<file path="src/rtl/keypad_scanner.sv">
// 4x4 matrix keypad scanner: column drive, row synchroniser, debounce and one-cycle key codes.
// Optional auto-repeat while a key is held is built only when KEYPAD_REPEAT_EN is defined.
module keypad_scanner #(
  parameter int unsigned SCAN_DIV     = 16,
  parameter int unsigned DEBOUNCE_CNT = 1000,
  parameter int unsigned REPEAT_DELAY = 50000
) (
  input  logic       clk,
  input  logic       rst_n,
  input  logic [3:0] row_in,
  output logic [3:0] col_out,
  output logic [7:0] button,
  output logic       key_valid
);

  localparam int unsigned DwellW = $clog2(SCAN_DIV);
  localparam int unsigned DbW    = $clog2(DEBOUNCE_CNT + 1);

  localparam logic [DwellW-1:0] DwellLast   = DwellW'(SCAN_DIV - 1);
  localparam logic [DwellW-1:0] DwellSettle = DwellW'(3);
  localparam logic [DbW-1:0]    DbLast      = DbW'(DEBOUNCE_CNT - 1);
  localparam logic [DbW-1:0]    DbMax       = {DbW{1'b1}};

  if (SCAN_DIV < 4 || DEBOUNCE_CNT < 2 || REPEAT_DELAY < 2) begin : gen_param_check
    $error("keypad_scanner: parameter out of range");
  end

  typedef enum logic [1:0] {StScan, StDebounce, StEmit, StHold} state_e;

  state_e              state_q;
  logic [3:0]          row_meta_q;
  logic [3:0]          row_s_q;
  logic [1:0]          col_q;
  logic [1:0]          row_q;
  logic [3:0]          pat_q;
  logic [DwellW-1:0]   dwell_q;
  logic [DbW-1:0]      db_q;
  logic [3:0]          col_out_q;
  logic [7:0]          button_q;
  logic                valid_q;

  logic [1:0]          low_row;
  logic                row_any_low;
  logic                row_match;
  logic                row_released;
  logic [1:0]          col_inc;
  logic [3:0]          col_inc_drive;
  logic [DbW-1:0]      db_inc;
  logic [7:0]          key_code;

  always_ff @(posedge clk or negedge rst_n) begin
    if (!rst_n) begin
      row_meta_q <= 4'hF;
      row_s_q    <= 4'hF;
    end else begin
      row_meta_q <= row_in;
      row_s_q    <= row_meta_q;
    end
  end

  // Lowest-index low row wins when several rows of one column are pressed.
  always_comb begin
    low_row = 2'd3;
    if (!row_s_q[0]) begin
      low_row = 2'd0;
    end else if (!row_s_q[1]) begin
      low_row = 2'd1;
    end else if (!row_s_q[2]) begin
      low_row = 2'd2;
    end
  end

  assign row_any_low   = ~&row_s_q;
  assign row_match     = (row_s_q == pat_q);
  assign row_released  = (row_s_q == 4'hF);
  assign col_inc       = col_q + 2'd1;
  assign col_inc_drive = ~(4'b0001 << col_inc);
  assign db_inc        = (db_q == DbMax) ? db_q : db_q + 1'b1;
  assign key_code      = {2'b00, col_q, 2'b01, row_q};

`ifdef KEYPAD_REPEAT_EN
  localparam int unsigned RepW = $clog2(REPEAT_DELAY + 1);
  localparam logic [RepW-1:0] RepLast = RepW'(REPEAT_DELAY - 1);

  logic [RepW-1:0] rep_q;
  logic            rep_on_q;
`endif

  always_ff @(posedge clk or negedge rst_n) begin
    if (!rst_n) begin
      state_q   <= StScan;
      col_q     <= 2'd0;
      row_q     <= 2'd0;
      pat_q     <= 4'hF;
      dwell_q   <= '0;
      db_q      <= '0;
      col_out_q <= 4'b1110;
      button_q  <= 8'h00;
      valid_q   <= 1'b0;
`ifdef KEYPAD_REPEAT_EN
      rep_q     <= '0;
      rep_on_q  <= 1'b0;
`endif
    end else begin
      button_q <= 8'h00;
      valid_q  <= 1'b0;
      unique case (state_q)
        StScan: begin
          if (dwell_q >= DwellSettle && row_any_low) begin
            row_q   <= low_row;
            pat_q   <= row_s_q;
            db_q    <= '0;
            state_q <= StDebounce;
          end else if (dwell_q == DwellLast) begin
            dwell_q   <= '0;
            col_q     <= col_inc;
            col_out_q <= col_inc_drive;
          end else begin
            dwell_q <= dwell_q + 1'b1;
          end
        end

        StDebounce: begin
          if (!row_match) begin
            state_q   <= StScan;
            dwell_q   <= '0;
            col_q     <= col_inc;
            col_out_q <= col_inc_drive;
          end else if (db_q == DbLast) begin
            state_q  <= StEmit;
            button_q <= key_code;
            valid_q  <= 1'b1;
`ifdef KEYPAD_REPEAT_EN
            rep_q    <= '0;
            rep_on_q <= 1'b1;
`endif
          end else begin
            db_q <= db_inc;
          end
        end

        StEmit: begin
          state_q <= StHold;
          db_q    <= '0;
`ifdef KEYPAD_REPEAT_EN
          if (row_match) begin
            rep_q <= rep_q + 1'b1;
          end else begin
            rep_on_q <= 1'b0;
          end
`endif
        end

        StHold: begin
          if (row_released) begin
            if (db_q == DbLast) begin
              state_q   <= StScan;
              db_q      <= '0;
              dwell_q   <= '0;
              col_q     <= col_inc;
              col_out_q <= col_inc_drive;
            end else begin
              db_q <= db_inc;
            end
          end else begin
            db_q <= '0;
          end
`ifdef KEYPAD_REPEAT_EN
          // Timer runs only while the original pattern is still held unchanged.
          if (rep_on_q && row_match) begin
            if (rep_q == RepLast) begin
              state_q  <= StEmit;
              button_q <= key_code;
              valid_q  <= 1'b1;
              rep_q    <= '0;
            end else begin
              rep_q <= rep_q + 1'b1;
            end
          end else begin
            rep_on_q <= 1'b0;
          end
`endif
        end

        default: state_q <= StScan;
      endcase
    end
  end

  assign col_out   = col_out_q;
  assign button    = button_q;
  assign key_valid = valid_q;

endmodule

</file>
<file path="config.mk">
export PLATFORM = sky130hd
export DESIGN_NAME = keypad_scanner
export DESIGN_NICKNAME = d
export VERILOG_FILES = /design/src/rtl/keypad_scanner.sv
export SDC_FILE = /design/constraint.sdc
export NUM_CORES = 1
export LEC_CHECK = 0
export CAP_MARGIN = 5
export CORE_MARGIN = 3
export CORE_UTILIZATION = 50
export CTS_CLUSTER_SIZE = 12
export DETAILED_ROUTE_END_ITERATION = 12
export PLACE_DENSITY_LB_ADDON = 0.15
export SLEW_MARGIN = 20
export SYNTH_ARGS = -nofsm -noshare
export SYNTH_HDL_FRONTEND = slang
export SYNTH_SLANG_ARGS = --single-unit
</file>
<file path="constraint.sdc">
create_clock -name clk -period 3.7 [get_ports clk]
set_clock_uncertainty 0.05 [all_clocks]
set_input_delay 0.74 -clock clk [delete_from_list [all_inputs] [get_ports clk]]
set_output_delay 0.74 -clock clk [all_outputs]
set_load 0.01 [all_outputs]
</file>
**After elaboration in Yosys (flattened, before gate mapping)**

Index checks and enable logic that the tools add are counted.
Widths: inputs -> output; s select.

- Output and inout bits: 13
- Word-level logic and storage cells: 84
- Register bits: 45
- Input bits: 6

- $add $sub $neg: 3
- Eq/ne operators: 17
- Reductions and logical operators: 10
- Shift operators: 1
- Magnitude comparators: 1
- Mux-type cells: 40
- Bitwise logic cells: 1

Operators by type and width:

| kind | number |
|---|---|
| $mux 10 | 6 |
| $mux 4 | 10 |
| $pmux 10 s4 | 1 |
| $mux 2 | 12 |
| $pmux 4 s3 | 2 |
| $eq 10x10->1 const B | 2 |
| $mux 6 | 3 |
| $ne 2x2->1 const B | 8 |
| $add 10x1->10 const B | 1 |
| $eq 4x4->1 const B | 2 |
| $pmux 2 s4 | 1 |
| $reduce_and 4->1 | 2 |
| $pmux 2 s3 | 1 |
| $reduce_and 6->1 | 1 |
| $reduce_and 5->1 | 1 |
| $add 4x1->4 const B | 1 |
| $eq 2x2->1 const B | 2 |
| $eq 4x4->1 | 1 |
| $ge 4x2->1 const B | 1 |
| $mux 1 | 4 |
| $not 4->4 | 1 |
| $shl 1x2->4 const A | 1 |
| $ne 3x3->1 const B | 1 |
| $reduce_and 3->1 | 1 |
| other kinds (7) | 7 |

**Longest topological paths before layout**

- Depth in word-level cells: 6
- Mapped depth: 7
- Depth with buffers taken out: 6

**Worst setup path after synthesis**

No wires, ideal clock.

- Path type: flip-flop to flip-flop
- Start point: register dwell_q[0]
- End point: register db_q[6]
- Clock period less this slack: 1.890 ns
- Buffers on the path: 1
- Setup time: 0.121 ns
- Arrival time: 1.719 ns
- Required time: 3.529 ns
- Stages on the path, launching flop included: 8
- Slack: 1.810 ns
- Path through: dfrtp_1 > ha_1 > nor3_1 > o21a_1 > a211o_1 > buf_4 > nor2_1 > o22a_1

- Word-level cells in the longest chain between the ends: 4

RTL lines:

| item | line | RTL |
|---|---|---|
| start, declared | 36 | `logic [DwellW-1:0] dwell_q;` |
| start signal, assigned | 119 | `dwell_q <= dwell_q + 1'b1;` |
| $ge 4x2->1 | 109 | `if (dwell_q >= DwellSettle && row_any_low) begin` |
| $logic_and 1x1->1 | 109 |  |
| $ne 2x2->1 (no line) | -- |  |
| $reduce_and 3->1 (no line) | -- |  |
| end signal, assigned | 138 | `db_q <= db_inc;` |
| end signal, assigned | 163 | `db_q <= db_inc;` |
| end, declared | 37 | `logic [DbW-1:0] db_q;` |

No other way between the ends.
A chain may end at the register's enable or synchronous reset.

**Worst setup path in the final report**

Ends and elaborated chain as after synthesis.

==> out/results.ini <==
[critical_path]
cp_slowest_cell = dfrtp_1
crit_chain = ha_1, nor3_1, o21a_1, a211o_1, nor2_1, o22a_1
cp_data_arrival_time_ps = 2350
path_buf_inv = 0
cpLargestDelayFamily = compound AO/OA/AOI/OAI gates
max_stage_delay_ps = 410
critPathLaunchType = flop
worst_setup_path_end_kind = flop
critPathMaxFanout = 14
cp.required_ps = 3820
crit_type = reg -> reg

[timing]
finalHoldViolCount = 0
period_needed_ps = 2220
setup_ws_ps = 1480
timing.final.crit_share = 0.601
relSlewSlack = 0.424
slew_violations = 0
fmax_mhz = 449
worstMarginPinSlew_ps = 864
fin_tns_setup_ps = 0
setup_viol = 0
finalHoldWorstSlack_ps = 304
rsz0062_at_grt = no

[clocking]
clockBufferDepth = 2
cts_buffers = 5
post_cts_buffers = 0
cts.sinks = 41
cts_hold_buf = 0
clkSlewWorstSetupHoldPaths_ps = 80
cts_tree = done
cts-resized-gates = 0
htree_levels = 2
root_buffer = clkbuf_8
clk_latency_ps = 290

[cells_and_area]
layout_commonest_cell = dfrtp_1
syn2layout_area_growth_pct = 12.9
final_nets = 221
final_cell_mix = dfrtp_1 (26), dfstp_2 (15), nor2_1 (14), clkdlybuf4s50_1 (14), nand2_1 (13)
drive_gt1_frac = 0.171
stdcell_count = 258
diodes = 0
utilization = 0.611

[global_routing]
grt_max_degree = 42
met2_usage = 0.270
grt_use_total = 0.166
grt_pass1_vias = 1561
use_met3 = 0.0504
antenna_found_initial = 0
overflow = 0
busiest_layer = met2
grt_pass1_wl_mm = 6.73
grtUsageMet1 = 0.208

[floorplanning]
placeableCoreArea_sq_mm = 0.00383
fp-row-count = 22
die_y_um = 70.4
io_pins = 19
fp.dieW_um = 70.4
die_area_sq_mm = 0.00495
start_util = 0.541

[placed_design]
portBuffers = 15
gp_congestion = 0.887
pre_cts_ws_ps = 1520
dp_hpwl_mm = 2.69
dp_cells = 250

[drt]
via_per_inst = 5.80
drt_iter0_drc = 124
drc = 0
dr.pass1.iters = 5
via_count = 1496
ant_nets = 0
wl_mm = 3.69
routed_wire_length_per_instance_um = 14.3

[logic_synthesis]
syn_area_sq_mm = 0.00207
synth_cell_types = 47
synth_cells = 193
yosys_warnings = 0
synth_edf_count = 0
syn_area_per_cell_sq_um = 10.7
ys_ff_latch = 41
ys_async_sr_fraction = 1.00
yosys_most_used_dff = dfrtp_1
ys_seq_area_frac = 0.505

[power]
switching_share = 0.357
ir_drop_mv = 0.369
power_density_mw_per_mm2 = 687
p_int_mw = 1.03
power_frac_seq = 0.416
clock_power_share = 0.202
switching_power_mw = 0.573
leakage_nw = 1.05
power_frac_comb = 0.383

[run]
max-cap-violations = 0

[min_path]
hp-class = reg -> reg

[run_status]
status = complete, no violations

-- registers in the layout (all words and copies together) (netlist names), named ones only --
name        flops
dwell_q         4
col_q           2
row_q           2
col_out         4
row_s_q         4
db_q           10
row_meta_q      4
pat_q           4
state_q         1
button          5
-- through the flow --
step | cell area (sq um) | power [mW]
CTS | 2340 | 1.62
global placement | 2230 | 1.26
floorplan | 2080 | 1.14
global route | 2340 | 1.73
detailed placement | 2230 | 1.29
finish | 2340 | 1.61
-- cells in the mapped netlist, drive strengths merged, types with 2 or more instances --
| cell type | count | share of area |
|---|---|---|
| a31oi | 4 | 0.012 |
| a21oi | 6 | 0.015 |
| nor2 | 14 | 0.025 |
| o31ai | 2 | 0.0072 |
| nand3 | 6 | 0.015 |
| o21ai | 11 | 0.027 |
| xnor2 | 4 | 0.017 |
| o22a | 5 | 0.021 |
| ha | 6 | 0.036 |
| dfrtp | 26 | 0.31 |
| mux2i | 6 | 0.029 |
| a211o | 2 | 0.0085 |
| buf | 7 | 0.023 |
| nand4 | 5 | 0.018 |
| inv | 12 | 0.022 |
| a21o | 3 | 0.011 |
| o31a | 2 | 0.0085 |
| and2 | 5 | 0.015 |
| nand2 | 13 | 0.024 |
| o21a | 2 | 0.0072 |
| and4 | 3 | 0.014 |
| nor2b | 2 | 0.0060 |
| nor3 | 9 | 0.022 |
| nand2b | 2 | 0.0060 |
| dfstp | 15 | 0.19 |
| mux2 | 5 | 0.031 |
-- cell families after synthesis --
logic type / count (synthesis) / share of synthesized area
AOI/OAI and AO/OA: 46 / 0.162
xor gates and xnor gates: 4 / 0.0169
adders and majority gates: 6 / 0.0363
buffers and inverters: 20 / 0.0465
DFF: 41 / 0.505
muxes: 11 / 0.0598
other: 1 / 0.00181
and+or+nand+nor: 64 / 0.172
-- final cells by class --
class                           count  area [sq um]
Fill cell                         307          1490
Sequential cell                    41          1040
Multi-Input combinational cell    134           937
Timing Repair Buffer               15           145
Clock buffer                        7          97.6
Tap cell                           48          60.1
Inverter                           12          45.0
Clock inverter                      1          8.76
-- power by group through the flow --
stage                     registers (mW)  clock network [mW]  logic, mW
after global placement             0.671                   0      0.584
after CTS                          0.668               0.340      0.616
after global routing               0.687               0.360      0.686
final                              0.667               0.324      0.615
after detailed placement           0.675                   0      0.614
after floorplan                    0.654                   0      0.488
-- path summary, 6_finish.rpt --
check	slack [ps]	from	depth (start not counted)	end
worst max register to register	1480	dwell_q[0]	6	db_q[6]
worst min-delay path	300	row_meta_q[2]	0	row_s_q[2]
worst min register to register	300	row_meta_q[2]	0	row_s_q[2]
min in group asynchronous	510	rst_n	1	col_q[1]
max in group asynchronous	2550	rst_n	1	db_q[7]
worst max-delay path	1480	dwell_q[0]	6	db_q[6]
-- routing by layer --
metal,routed length (um),part of all wire
met1,1640,0.45
met2,1800,0.49
met3,193,0.052
met4,51,0.014
met5,0,0
Note: power is estimated with default switching activity, not from simulation.
